--- config.mk ---
export PLATFORM = sky130hd
export DESIGN_NAME = pipeline_if_fetch5
export DESIGN_NICKNAME = d
export VERILOG_FILES = /design/src/rtl/if_pkg.sv /design/src/rtl/if_hold_buf.sv /design/src/rtl/pipeline_if_fetch5.sv
export SDC_FILE = /design/constraint.sdc
export NUM_CORES = 1
export LEC_CHECK = 0
export CAP_MARGIN = 0
export CORE_ASPECT_RATIO = 0.9
export CORE_MARGIN = 4
export CORE_UTILIZATION = 49
export CTS_BUF_LIST = sky130_fd_sc_hd__clkbuf_8
export DETAILED_ROUTE_END_ITERATION = 8
export PLACE_DENSITY = 0.79
export SYNTH_ARGS = -nofsm -noshare
export SYNTH_HDL_FRONTEND = slang
export SYNTH_HIERARCHICAL = 1
export SYNTH_SLANG_ARGS = --single-unit
--- constraint.sdc ---
create_clock -name clk -period 2.49 [get_ports clk]
set_clock_uncertainty 0.1 [all_clocks]
set_input_delay 0.3735 -clock clk [delete_from_list [all_inputs] [get_ports clk]]
set_output_delay 0.3735 -clock clk [all_outputs]
set_load 0.005 [all_outputs]
--- src/rtl/if_pkg.sv ---
// ============================================================================
// Module   : if_pkg
// Purpose  : Shared types and constants for the pipeline instruction-fetch stage.
// Revision : 1.0
// ============================================================================
`default_nettype none

package if_pkg;

    typedef enum logic [1:0] {
        S_IDLE = 2'd0,
        S_WAIT = 2'd1,
        S_DROP = 2'd2,
        S_HOLD = 2'd3
    } if_state_t;

    localparam logic [31:0] NOP_INSTR = 32'h0000_0013;

    typedef struct packed {
        logic [63:0] pc;
        logic [31:0] instr;
    } fetch_pkt_t;

    // The sum is 64 bits wide, so the carry out of bit 63 is dropped.
    function automatic logic [63:0] pc_advance(input logic [63:0] pc, input logic [63:0] step);
        return pc + step;
    endfunction

endpackage

`default_nettype wire

--- src/rtl/if_hold_buf.sv ---
// ============================================================================
// Module   : if_hold_buf
// Purpose  : Single-entry pc/instruction buffer. It catches a response that
//            returns while the pipeline is stalled.
// Revision : 1.0
// ============================================================================
`default_nettype none

module if_hold_buf
    import if_pkg::*;
(
    input  logic       clk,
    input  logic       reset,
    input  logic       load_i,
    input  logic       clear_i,
    input  fetch_pkt_t pkt_i,
    output fetch_pkt_t pkt_o,
    output logic       valid_o
);

    fetch_pkt_t pkt_q;
    logic       valid_q;

    always_ff @(posedge clk or negedge reset) begin
        if (!reset) begin
            pkt_q   <= '0;
            valid_q <= 1'b0;
        end else if (clear_i) begin
            pkt_q   <= '0;
            valid_q <= 1'b0;
        end else if (load_i) begin
            pkt_q   <= pkt_i;
            valid_q <= 1'b1;
        end
    end

    assign pkt_o   = pkt_q;
    assign valid_o = valid_q;

endmodule

`default_nettype wire

--- src/rtl/pipeline_if_fetch5.sv ---
// ============================================================================
// Module   : pipeline_if_fetch5
// Purpose  : IF stage of the 5-stage pipeline. It supports one outstanding
//            imem request and applies branch redirects and stalls.
//            Optional macro IF_MISALIGN_TRAP_EN adds the misalign_IF trap output.
// Revision : 1.0
// ============================================================================
`default_nettype none

module pipeline_if_fetch5
    import if_pkg::*;
#(
    parameter logic [63:0] RESET_PC = 64'h0000_0000_8000_0000,
    parameter logic [63:0] PC_STEP  = 64'd4
) (
    input  logic        clk,
    input  logic        reset,
    input  logic        stall,
    input  logic        branch_taken_EXB,
    input  logic [63:0] branch_target_EXB,
    output logic        imem_req,
    output logic [63:0] imem_addr,
    input  logic        imem_rvalid,
    input  logic [31:0] imem_rdata,
    output logic [63:0] pc_IF,
    output logic [31:0] instr_IF,
    output logic        valid_IF,
    output logic        flush_IF
`ifdef IF_MISALIGN_TRAP_EN
   ,output logic        misalign_IF
`endif
);

    if_state_t   state_q, state_d;
    logic [63:0] fetch_pc_q, fetch_pc_d;
    logic [63:0] pc_q, pc_d;
    logic [31:0] instr_q, instr_d;
    logic        valid_q, valid_d;

    logic        w_redirect;
    logic [63:0] w_target;
    logic        w_block;
    logic [63:0] w_pc_next;
    logic        w_idle_issue;
    logic        w_rsp_accept;
    logic        w_hold_load;
    logic        w_hold_present;
    logic        w_hold_clear;
    logic        w_hold_valid;
    fetch_pkt_t  w_hold_in;
    fetch_pkt_t  w_hold_pkt;

    assign w_redirect = branch_taken_EXB;
    assign w_pc_next  = pc_advance(fetch_pc_q, PC_STEP);

`ifdef IF_MISALIGN_TRAP_EN
    logic misalign_q, misalign_d;
    logic w_misaligned;

    assign w_target     = branch_target_EXB;
    assign w_misaligned = |branch_target_EXB[1:0];
    assign w_block      = misalign_q;
    assign misalign_IF  = misalign_q;
`else
    assign w_target = branch_target_EXB & ~64'h3;
    assign w_block  = 1'b0;
`endif

    assign w_idle_issue   = (state_q == S_IDLE) & ~stall & ~w_redirect & ~w_block;
    assign w_rsp_accept   = (state_q == S_WAIT) & imem_rvalid & ~w_redirect & ~stall;
    assign w_hold_load    = (state_q == S_WAIT) & imem_rvalid & ~w_redirect & stall;
    assign w_hold_present = (state_q == S_HOLD) & w_hold_valid & ~w_redirect & ~stall;
    assign w_hold_clear   = (state_q == S_HOLD) & (w_redirect | ~stall);

    // The accepted-response path reissues in the same cycle so a 1-cycle memory streams.
    assign imem_req  = reset & (w_idle_issue | w_rsp_accept);
    assign imem_addr = w_rsp_accept ? w_pc_next : fetch_pc_q;
    assign flush_IF  = branch_taken_EXB;

    assign w_hold_in.pc    = fetch_pc_q;
    assign w_hold_in.instr = imem_rdata;

    if_hold_buf u_hold_buf (
        .clk     (clk),
        .reset   (reset),
        .load_i  (w_hold_load),
        .clear_i (w_hold_clear),
        .pkt_i   (w_hold_in),
        .pkt_o   (w_hold_pkt),
        .valid_o (w_hold_valid)
    );

    always_comb begin
        state_d    = state_q;
        fetch_pc_d = fetch_pc_q;
        pc_d       = pc_q;
        instr_d    = instr_q;
        valid_d    = valid_q;
`ifdef IF_MISALIGN_TRAP_EN
        misalign_d = misalign_q;
`endif
        if (w_redirect) begin
            fetch_pc_d = w_target;
            pc_d       = '0;
            instr_d    = NOP_INSTR;
            valid_d    = 1'b0;
            // An in-flight request whose response has not arrived must still be drained.
            if (((state_q == S_WAIT) || (state_q == S_DROP)) && !imem_rvalid)
                state_d = S_DROP;
            else
                state_d = S_IDLE;
`ifdef IF_MISALIGN_TRAP_EN
            misalign_d = w_misaligned;
            if (w_misaligned)
                pc_d = branch_target_EXB;
`endif
        end else begin
            case (state_q)
                S_IDLE: begin
                    if (w_idle_issue)
                        state_d = S_WAIT;
                end
                S_WAIT: begin
                    if (imem_rvalid) begin
                        if (stall)
                            state_d = S_HOLD;
                        else
                            fetch_pc_d = w_pc_next;
                    end
                end
                S_DROP: begin
                    if (imem_rvalid)
                        state_d = S_IDLE;
                end
                S_HOLD: begin
                    if (w_hold_present) begin
                        state_d    = S_IDLE;
                        fetch_pc_d = w_pc_next;
                    end
                end
                default: state_d = S_IDLE;
            endcase

            if (!stall) begin
                if (w_rsp_accept) begin
                    pc_d    = fetch_pc_q;
                    instr_d = imem_rdata;
                    valid_d = 1'b1;
                end else if (w_hold_present) begin
                    pc_d    = w_hold_pkt.pc;
                    instr_d = w_hold_pkt.instr;
                    valid_d = 1'b1;
                end else begin
                    valid_d = 1'b0;
                end
            end
        end
    end

    always_ff @(posedge clk or negedge reset) begin
        if (!reset) begin
            state_q    <= S_IDLE;
            fetch_pc_q <= RESET_PC;
            pc_q       <= '0;
            instr_q    <= NOP_INSTR;
            valid_q    <= 1'b0;
`ifdef IF_MISALIGN_TRAP_EN
            misalign_q <= 1'b0;
`endif
        end else begin
            state_q    <= state_d;
            fetch_pc_q <= fetch_pc_d;
            pc_q       <= pc_d;
            instr_q    <= instr_d;
            valid_q    <= valid_d;
`ifdef IF_MISALIGN_TRAP_EN
            misalign_q <= misalign_d;
`endif
        end
    end

    assign pc_IF    = pc_q;
    assign instr_IF = instr_q;
    assign valid_IF = valid_q;

endmodule

`default_nettype wire
==> run summary, run 1 <==
Avg Synthesized Cell Area: 9.52 sq um
PD cells: 652 mW/mm^2
Starting DRT DRC Count: 1811
Final Max Slew Viols: 0
Synth unique cells: 52
Top cells by area, synth: dfrtp_1 47%, mux2i_1 14%, nor2_1 5.1%
Clk buf depth: 3
CP required: 2020 ps
Root Buffer: clkbuf_8
Multi-input logic area: 0.00788 sq mm
Remaining global-route overflow: 0
Port buffer count: 259
Post-DRT Antenna Nets: 0
Finished Cell Area: 0.0211 sq mm
Die width: 183 um
Top cell type by total area after synthesis: dfrtp_1
Post-detail-place hpwl: 30700 um
Die span in y: 165 um
Worst-margin pin slew: 1200 ps
Clk slew on worst S/H paths: 70 ps
Synth warn: 6
Row cnt: 57
Die area: 0.0301 sq mm
Yosys reg bits: 258
Share of the synthesized area in the top cell type: 47.3%
Commonest cells in the netlist: 254 x dfrtp_1, 189 x mux2i_1, 183 x nor2_1, 179 x nand2_1, 91 x o21ai_0
Worst-skew pair later-pin latency: 570 ps
Post-synth ARST share: 100%
Slew headroom: 20.3%
Arr. time, crit path: 2650 ps
Leak: 9.73 nW
Setup WS post-layout: -630 ps
Via count of the first global-routing pass: 13878
Setup TNS: -26710 ps
Final Core Density: 78.1%
CP max-delay cell: dfrtp_1
DP Worst Slack: -719 ps
# DRC: 0
Tmin final: 3120 ps
DRT Pass-1 Iters: 5
Wire per inst: 24.4 um
Reg area: 0.00646 sq mm
Largest net degree at the start of global routing: 174
Boundary Pins: 264
Max Clk Rate: 321 MHz
Core Region: 0.0270 sq mm
Seq/Total Area, Yosys: 48.1%
Initial antenna violation count: 3
Family with the most delay on the worst path: simple AND/OR/NAND/NOR gates
Layout area overhead: 57.1%
Synth Cell Area: 0.0134 sq mm
CTS tree: done
Total CTS buffers: 43
Starting Density: 49.7%
Worst setup EP type: primary output
# setup viols final: 112
GRT Total Usage: 32.5%
Max-cap violations: 0
Nets@finish: 2011
Vias per cell: 6.17
CP max FO: 5
Worst hold path class: in2async
Placed cells: 2122
RSZ-0062 raised after global routing: yes
Failing checks: setup timing
Cell count after synthesis: 1411
Tcrit/Tclk final: 125%
Placed cell area: 0.0177 sq mm
Most common cell in the netlist: dfrtp_1
Delay of the slowest critical-path stage: 430 ps
Max IR drop VDD: 0.397 mV
Via count: 14112
Fill cells: 1567
Global placement routability congestion: 0.921
Top FF cell, synth: dfrtp_1
WL final: 55800 um
Post-route insts no fill: 2289
Setup crit start kind: flop
Max H-tree Level: 2
First-pass GRT wire length: 77400 um
Hold WS: 139 ps
Hold Vio Cnt, Final: 0
Worst path most repeated cell: buf_4
Status: finished with violations
Post-synth EDFFs: 0
Pwr Total: 13.8 mW
Worst-path cell chain: buf_4, and4_1, nand4_1, nor4_4, buf_4, nand3b_1, xnor2_2, buf_2
Critical path type: reg2out
# clock sinks: 258
Layout cells sized above 1: 34.4%
Buf/Inv on CP: 3
N_diodes: 0
==> layout by cell type, fill, tap and decap left out, types with 5 or more instances in the layout <==
cell type,count
xnor2_4,8
nand2_2,37
buf_8,9
or3_4,5
nand2_1,112
buf_12,22
xor2_1,48
or4_1,8
xnor2_2,15
nor4_1,8
and3_1,6
nor2_1,156
nand3_1,27
clkbuf_8,56
o31ai_1,8
clkinv_2,7
nand2_4,28
a31oi_1,21
clkdlybuf4s50_1,194
o21ai_0,30
buf_6,58
or4_4,5
nor3_1,5
nor2_4,25
buf_2,63
o21ai_1,83
clkbuf_16,7
nand4_1,43
xnor2_1,14
mux2i_1,188
and4_1,5
nand3_4,5
inv_1,13
nor3_4,11
dfrtp_1,252
buf_4,205
or3_1,16
nor4_4,9
o21ai_2,29
==> cell families after synthesis <==
kind of cell | Yosys count | synth area share, %
xor gates and xnor gates | 89 | 5.80
other | 1 | 0.0279
buffers and inverters | 127 | 4.40
and+or+nand+nor | 544 | 18.9
AOI/OAI and AO/OA | 198 | 8.22
muxes | 189 | 14.1
adders and majority gates | 5 | 0.466
DFF | 258 | 48.1
==> flip-flops by register name, indices dropped and copies added (netlist names) <==
| name | count |
|---|---|
| pc_IF | 64 |
| state_q | 2 |
| valid_IF | 1 |
| u_hold_buf/valid_o | 1 |
| instr_IF | 32 |
| fetch_pc_q | 62 |
| u_hold_buf/pkt_o | 96 |
==> path summary, 6_finish.rpt <==
| kind | from | end | slack (ps) | cells after the start |
|---|---|---|---|---|
| max in group asynchronous | reset | fetch_pc_q[20]$_DFFE_PN0P_ | 660 | 3 |
| worst max register to register | fetch_pc_q[23]$_DFFE_PN0P_ | fetch_pc_q[51]$_DFFE_PN0P_ | -290 | 7 |
| worst min-delay path | reset | pc_IF[16]$_DFFE_PN0P_ | 140 | 2 |
| min in group clk | branch_target_EXB[13] | fetch_pc_q[13]$_DFFE_PN0P_ | 270 | 3 |
| worst min register to register | instr_IF[18]$_DFFE_PN0P_ | instr_IF[18]$_DFFE_PN0P_ | 380 | 2 |
| worst max-delay path | fetch_pc_q[23]$_DFFE_PN0P_ | imem_addr[51] | -630 | 8 |
==> timing repair <==
| item | 4_1_cts | 5_1_grt |
|---|---|---|
| gates resized for setup | 501 | 229 |
| hold endpoints to repair | 84 | 0 |
| pin swaps | 101 | 68 |
| setup endpoints to repair | 178 | 189 |
| setup buffers | 58 | 28 |
| cloned | 11 | 9 |
| hold buffers | 1 | 0 |
==> layer usage <==
layer	track usage (%)	part of all wire [%]	routed length (um)	vias to the layer above
met5	0	0.056	31	-
met1	41.3	36	20200	6862
met3	7.47	11	5900	295
met2	53.9	48	26500	1063
li1	-	-	-	5886
met4	13.6	5.6	3110	6
==> worst reg2reg max path: cells and delay by family, from the launching register on <==
family                 cells  cell delay, ps
AND/OR/NAND/NOR            4            1530
flip-flops                 1             430
buffers and inverters      2             470
AO/OA/AOI/OAI              1             180
==> cell type report <==
type,instances,area share [%]
clock buffer,56,3.65
multi-input combinational,1030,37.3
tap,354,2.10
timing repair buffer,565,25.5
clock inverter,19,0.646
sequential,258,30.6
inverter,7,0.136
==> report_power, final <==
group | internal (mW) | leakage (nW) | switching [mW]
clock network | 2.22 | 0.506 | 1.81
registers | 5.01 | 3.37 | 0.557
logic | 1.94 | 5.86 | 2.22
total | 9.18 | 9.73 | 4.58
Note: power is estimated with default switching activity, not from simulation.
==> run 2: changes to the inputs <==
- RECOVER_POWER: default -> 100
==> run 2 against run 1 <==
Compared with the run above:
- the flow still finishes with violations (setup timing)
- power is 0.76% lower
- core utilization is 0.42 points lower
- critical path type unchanged
- worst setup slack better by 11 ps
- hold slack better by 130 ps
- largest cell class unchanged
- count of clock-buffer cells in the layout stayed put
- sequential share of layout area is 0.16 points higher
- cell area is 0.53% lower
- via count is 0.14% lower
- register-to-register slack worse by 310 ps
- global-route usage stayed put
- sequential power hardly changed
==> run summary, run 2 (synthesis results as in run 1) <==
Status: finished with violations (unchanged)
Failing checks: setup timing (unchanged)
Core Region: 0.0270 sq mm (unchanged)
Nets@finish: 2011 (unchanged)
Most common cell after layout, fill and taps aside: dfrtp_1 (unchanged)
Via count of the first global-routing pass: 13878 (unchanged)
# DRC: 0 (unchanged)
Initial antenna violation count: 3 (unchanged)
DRT Pass-1 Iters: 5 (unchanged)
Layout area overhead: 56.2% (was 57.1%)
Worst hold path class: in2reg (was in2async)
Final Max Slew Viols: 0 (unchanged)
Die area: 0.0301 sq mm (unchanged)
Tcrit/Tclk final: 125% (about the same)
Tmin final: 3110 ps (was 3120 ps)
Leak: 10.0 nW (was 9.73 nW)
Root Buffer: clkbuf_8 (unchanged)
Pwr Total: 13.7 mW (was 13.8 mW)
Placed cell area: 0.0177 sq mm (unchanged)
Critical path type: reg2out (unchanged)
Final Core Density: 77.7% (was 78.1%)
Worst-skew pair later-pin latency: 570 ps (about the same)
Max reg flops: 96 (unchanged)
Remaining global-route overflow: 0 (unchanged)
Hold Startpoint: branch_target_EXB[13]
Worst setup EP type: primary output (unchanged)
Clock power share: 29.5% (was 29.3%)
Gate power share: 29.7% (was 30.2%)
Global placement routability congestion: 0.921 (unchanged)
DP Worst Slack: -719 ps (unchanged)
Via count: 14092 (was 14112)
Setup crit start kind: flop (unchanged)
Worst-margin pin slew: 1240 ps (was 1200 ps)
CP max FO: 5 (unchanged)
R2R cell count: 12 (was 7)
Wire per inst: 24.4 um (about the same)
M2 GR Usage: 53.9% (unchanged)
Max-cap violations: 0 (unchanged)
Largest net degree at the start of global routing: 174 (unchanged)
First-pass GRT wire length: 77400 um (unchanged)
Layout cells sized above 1: 34.0% (was 34.4%)
Setup WS post-layout: -618 ps (was -630 ps)
Gr busiest metal: met2 (unchanged)
FF-to-FF setup slack: -600 ps (was -290 ps)
WL final: 55700 um (was 55800 um)
Starting DRT DRC Count: 1681 (was 1811)
Hold Path Sink: fetch_pc_q[13]$_DFFE_PN0P_
Boundary Pins: 264 (unchanged)
CTS tree: done (unchanged)
N_diodes: 0 (unchanged)
Post-DRT Antenna Nets: 0 (unchanged)
Hold Vio Cnt, Final: 0 (unchanged)
Total CTS buffers: 43 (unchanged)
Row cnt: 57 (unchanged)
Fill cells: 1588 (was 1567)
GR Layer Usage met1: 41.3% (unchanged)
Switching Share: 33.5% (was 33.3%)
Most frequent cells in the layout: 252 x dfrtp_1, 192 x buf_4, 188 x mux2i_1 (was 252 x dfrtp_1, 205 x buf_4, 194 x clkdlybuf4s50_1)
Worst-path cell chain: buf_4, and4_1, nand4_1, nor4_4, buf_4, nand3b_1, xnor2_2, buf_2 (unchanged)
# clock sinks: 258 (unchanged)
Max Clk Rate: 322 MHz (was 321 MHz)
Slew headroom: 17.4% (was 20.3%)
Post-detail-place hpwl: 30700 um (unchanged)
Worst reg2reg path startpoint: state_q[1]$_DFFE_PN0P_ (was fetch_pc_q[23]$_DFFE_PN0P_)
Vias per cell: 6.16 (was 6.17)
Max H-tree Level: 2 (unchanged)
CP required: 2020 ps (about the same)
Clk slew on worst S/H paths: 70 ps (about the same)
Arr. time, crit path: 2630 ps (was 2650 ps)
PD cells: 650 mW/mm^2 (was 652 mW/mm^2)
Buf/Inv on CP: 3 (unchanged)
Port buffer count: 259 (unchanged)
Finished Cell Area: 0.0210 sq mm (was 0.0211 sq mm)
Worst hold path cell count: 3
Max IR drop VDD: 0.390 mV (was 0.397 mV)
Worst path most repeated cell: buf_4 (unchanged)
Net Sw Power: 4.57 mW (was 4.58 mW)
FF-to-FF End: fetch_pc_q[62]$_DFFE_PN0P_ (was fetch_pc_q[51]$_DFFE_PN0P_)
RSZ-0062 raised after global routing: yes (unchanged)
Int Pwr: 9.09 mW (was 9.18 mW)
Clk buf depth: 3 (unchanged)
Die width: 183 um (unchanged)
CP max-delay cell: dfrtp_1 (unchanged)
Starting Density: 49.7% (unchanged)
# setup viols final: 227 (was 112)
Family with the most delay on the worst path: simple AND/OR/NAND/NOR gates (unchanged)
Die span in y: 165 um (unchanged)
Sequential share of power: 40.7% (was 40.5%)
Delay of the slowest critical-path stage: 420 ps (was 430 ps)
GRT met3 Usage: 7.47% (unchanged)
GRT Total Usage: 32.5% (unchanged)
-- run 2: metrics by stage --
step / TNS, ps / cells / hold slack (ps)
detailed placement: -92110 / 2122 / 113
finish: -47160 / 2289 / 274
global placement: -86530 / 2122 / 110
floorplan: 0 / 1414 / -22.1
global route: -75300 / 2289 / 288
CTS: -25820 / 2262 / 140
-- run 2: area by class of cell --
type | count | area [sq um] | area share [%]
clock buffer | 56 | 771 | 3.67
clock inverter | 19 | 136 | 0.650
sequential | 258 | 6460 | 30.8
timing repair buffer | 565 | 5300 | 25.2
tap | 354 | 443 | 2.11
multi-input combinational | 1030 | 7850 | 37.4
inverter | 7 | 28.8 | 0.137
-- run 2: repair_timing --
item,in CTS,in global routing
buffers inserted,58,28
gates cloned,11,9
setup endpoints to repair,178,189
hold endpoints to repair,84,0
resized for setup,501,229
pin swaps,101,68
hold buffers,1,0
-- run 2: worst register-to-register path: cells and delay by family, from the launching register on --
kind                       cells  cell delay [ps]
buffers and inverters          6             1180
and+or+nand+nor                3              800
DFF                            1              380
AOI/OAI and AO/OA              2              350
adders and majority gates      1              230
-- run 2: power by group through the flow --
stage / sequential [mW] / clock [mW] / combinational, mW
after floorplan: 5.46 / 0 / 1.81
after global placement: 5.49 / 0 / 3.28
after detailed placement: 5.55 / 0 / 3.40
after CTS: 5.49 / 4.03 / 3.66
after global routing: 5.64 / 4.26 / 4.33
final: 5.56 / 4.03 / 4.06
-- run 2: worst max path at each step --
stage | cells after the start | slack, ps | start | end
2_1_floorplan | 7 | 4 | state_q[1]$_DFFE_PN0P_ | imem_addr[44]
5_1_grt | 12 | -660 | state_q[1]$_DFFE_PN0P_ | fetch_pc_q[62]$_DFFE_PN0P_
6_report | 8 | -620 | fetch_pc_q[23]$_DFFE_PN0P_ | imem_addr[51]
3_3_place_gp | 8 | -680 | stall | imem_addr[21]
4_1_cts | 11 | -500 | state_q[1]$_DFFE_PN0P_ | imem_addr[55]
3_5_place_dp | 9 | -720 | stall | imem_addr[55]
-- run 2: per-layer routing --
metal / routed length (um) / vias up
met1: 20100 / 6840
met2: 26300 / 1038
met4: 3370 / 6
met5: 31 / -
li1: - / 5903
met3: 5870 / 305
==> run 3: changes to the inputs <==
- CORE_MARGIN: 4 -> default
- MAX_ROUTING_LAYER: default -> met4
==> run 3 against run 2 <==
Compared with the run above:
- power down 2.9%
- clock power down 5.2%
- wire length down 5.6%
- via count down 0.22%
- flip-flop and latch count unchanged
- combinational power down 5%
- largest power group unchanged
- critical endpoint unchanged
- first-iteration DRC count down 3.0%
- core utilization down 1.0 points
- cell area down 1.6%
- the run ends with capacitance limit, slew limit, setup timing left
- final cell count up 0.70%
- maximum frequency down 1.0%
==> run summary, run 3 (synthesis results as in run 1) <==
Status: finished with violations (unchanged)
Failing checks: capacitance limit, slew limit, setup timing (was setup timing)
Layout area overhead: 53.8% (was 56.2%)
Worst-margin pin slew: 1570 ps (was 1240 ps)
Max-cap violations: 1 (was 0)
Starting Density: 49.8% (was 49.7%)
Vias per cell: 6.10 (was 6.16)
GRT Total Usage: 34.7% (was 32.5%)
Placed cell area: 0.0179 sq mm (was 0.0177 sq mm)
Post-detail-place hpwl: 29600 um (was 30700 um)
Die width: 177 um (was 183 um)
DRT Pass-1 Iters: 8 (was 5)
Setup WS post-layout: -651 ps (was -618 ps)
Clk slew on worst S/H paths: 70 ps (about the same)
Initial antenna violation count: 1 (was 3)
Wire per inst: 22.8 um (was 24.4 um)
Slew headroom: -4.42% (was 17.4%)
Post-DRT Antenna Nets: 0 (unchanged)
Tmin final: 3140 ps (was 3110 ps)
Total CTS buffers: 44 (was 43)
GRT met3 Usage: 5.28% (was 7.47%)
WL final: 52600 um (was 55700 um)
RSZ-0062 raised after global routing: yes (unchanged)
CTS tree: done (unchanged)
Finished Cell Area: 0.0207 sq mm (was 0.0210 sq mm)
Final Max Slew Viols: 113 (was 0)
Clk buf depth: 3 (unchanged)
Max IR drop VDD: 0.382 mV (was 0.390 mV)
Max H-tree Level: 2 (unchanged)
Gr busiest metal: met2 (unchanged)
# setup viols final: 156 (was 227)
Pwr Total: 13.3 mW (was 13.7 mW)
Worst setup EP type: primary output (unchanged)
Worst hold path class: in2reg (unchanged)
GR Layer Usage met1: 45.1% (was 41.3%)
Layout cells sized above 1: 31.4% (was 34.0%)
Max reg flops: 96 (unchanged)
Remaining global-route overflow: 0 (unchanged)
PD cells: 641 mW/mm^2 (was 650 mW/mm^2)
Global placement routability congestion: 0.929 (was 0.921)
Via count of the first global-routing pass: 13416 (was 13878)
Via count: 14061 (was 14092)
Tcrit/Tclk final: 126% (was 125%)
Port buffer count: 259 (unchanged)
CP required: 2020 ps (about the same)
Boundary Pins: 264 (unchanged)
First-pass GRT wire length: 74200 um (was 77400 um)
Root Buffer: clkbuf_8 (unchanged)
Row cnt: 57 (unchanged)
Arr. time, crit path: 2670 ps (was 2630 ps)
Setup crit start kind: flop (unchanged)
# DRC: 0 (unchanged)
Core Region: 0.0270 sq mm (about the same)
Most frequent cells in the layout: 250 x dfrtp_1, 225 x buf_4, 189 x mux2i_1 (was 252 x dfrtp_1, 192 x buf_4, 188 x mux2i_1)
Worst-skew pair later-pin latency: 570 ps (about the same)
Nets@finish: 2024 (was 2011)
Leak: 9.74 nW (was 10.0 nW)
Largest net degree at the start of global routing: 148 (was 174)
Fill cells: 1618 (was 1588)
Die area: 0.0281 sq mm (was 0.0301 sq mm)
Starting DRT DRC Count: 1630 (was 1681)
Critical path type: reg2out (unchanged)
Hold Vio Cnt, Final: 0 (unchanged)
# clock sinks: 258 (unchanged)
CP max FO: 3 (was 5)
Die span in y: 159 um (was 165 um)
Most common cell after layout, fill and taps aside: dfrtp_1 (unchanged)
M2 GR Usage: 53.8% (was 53.9%)
Max Clk Rate: 318 MHz (was 322 MHz)
==> run 3: changes by cell type in the layout (fill, tap and decap cells not counted), sizes merged, moves of 2 or more <==
| cell | before | now |
|---|---|---|
| clkbuf | 79 | 68 |
| clkinvlp | 1 | 4 |
| inv | 16 | 19 |
| bufinv | 2 | 0 |
| buf | 344 | 369 |
==> run 3: what timing repair did <==
item / in CTS / in global routing
pin swaps: 114 / 64
hold buffers: 1 / 0
setup endpoints to repair: 190 / 198
resized for setup: 479 / 100
cloned: 3 / 3
setup buffers: 50 / 49
hold endpoints to repair: 254 / 0
==> run 3: worst paths after layout <==
path                                                  from                               to  slack, ps  cells after the start
min in group asynchronous                            reset  u_hold_buf/pkt_o[9]$_DFFE_PN0P_        940                      3
worst max-delay path            fetch_pc_q[11]$_DFFE_PN0P_                    imem_addr[51]       -650                      8
worst min-delay path                 branch_target_EXB[41]       fetch_pc_q[41]$_DFFE_PN0P_        260                      3
worst min register to register    instr_IF[15]$_DFFE_PN0P_         instr_IF[15]$_DFFE_PN0P_        370                      2
worst max register to register      state_q[1]$_DFFE_PN0P_       fetch_pc_q[34]$_DFFE_PN0P_       -450                     13
max in group asynchronous                            reset        fetch_pc_q[3]$_DFFE_PN0P_         60                      3
==> run 3: power by group <==
part           total, mW  switching (mW)  leakage [nW]  internal (mW)
clock               3.82            1.83         0.487           1.99
combinational       3.87            2.04          5.88           1.82
sequential          5.56           0.547          3.37           5.02
==> run 3: worst max-delay path: stages (launching register included) <==
cell and delay (ps):
dfrtp_1 390, buf_4 140, nand4_1 170, or3_4 430
nor4_4 300, buf_4 170, nand3b_1 100, xnor2_1 190
buf_2 210
==> run 3: cell type report <==
type                            count  area [sq um]  area share (%)
Timing Repair Buffer              578          5240            25.4
Antenna cell                        1          2.50          0.0121
Tap cell                          354           443            2.14
Sequential cell                   258          6470            31.3
Multi-Input combinational cell   1029          7610            36.8
Inverter                            7          28.8           0.139
Clock buffer                       55           757            3.66
Clock inverter                     23           110           0.533
==> run 3: stage by stage <==
step	cells	setup TNS, ps	worst slack, ps	utilization [%]	hold WS [ps]
3_5_place_dp	2133	-80470	-749	66.3	369
6_report	2305	-43870	-651	76.7	261
2_1_floorplan	1414	0	3.58	-	-22.1
4_1_cts	2263	-23070	-509	73.8	153
5_1_grt	2305	-67870	-723	76.7	260
3_3_place_gp	2133	-77200	-745	66.3	360
==> run 3: routing by layer <==
| metal | part of all wire (%) | wire length, um |
|---|---|---|
| met5 | 0 | 0 |
| met4 | 5.4 | 2840 |
| met3 | 9.6 | 5070 |
| met2 | 47 | 24700 |
| met1 | 38 | 20000 |
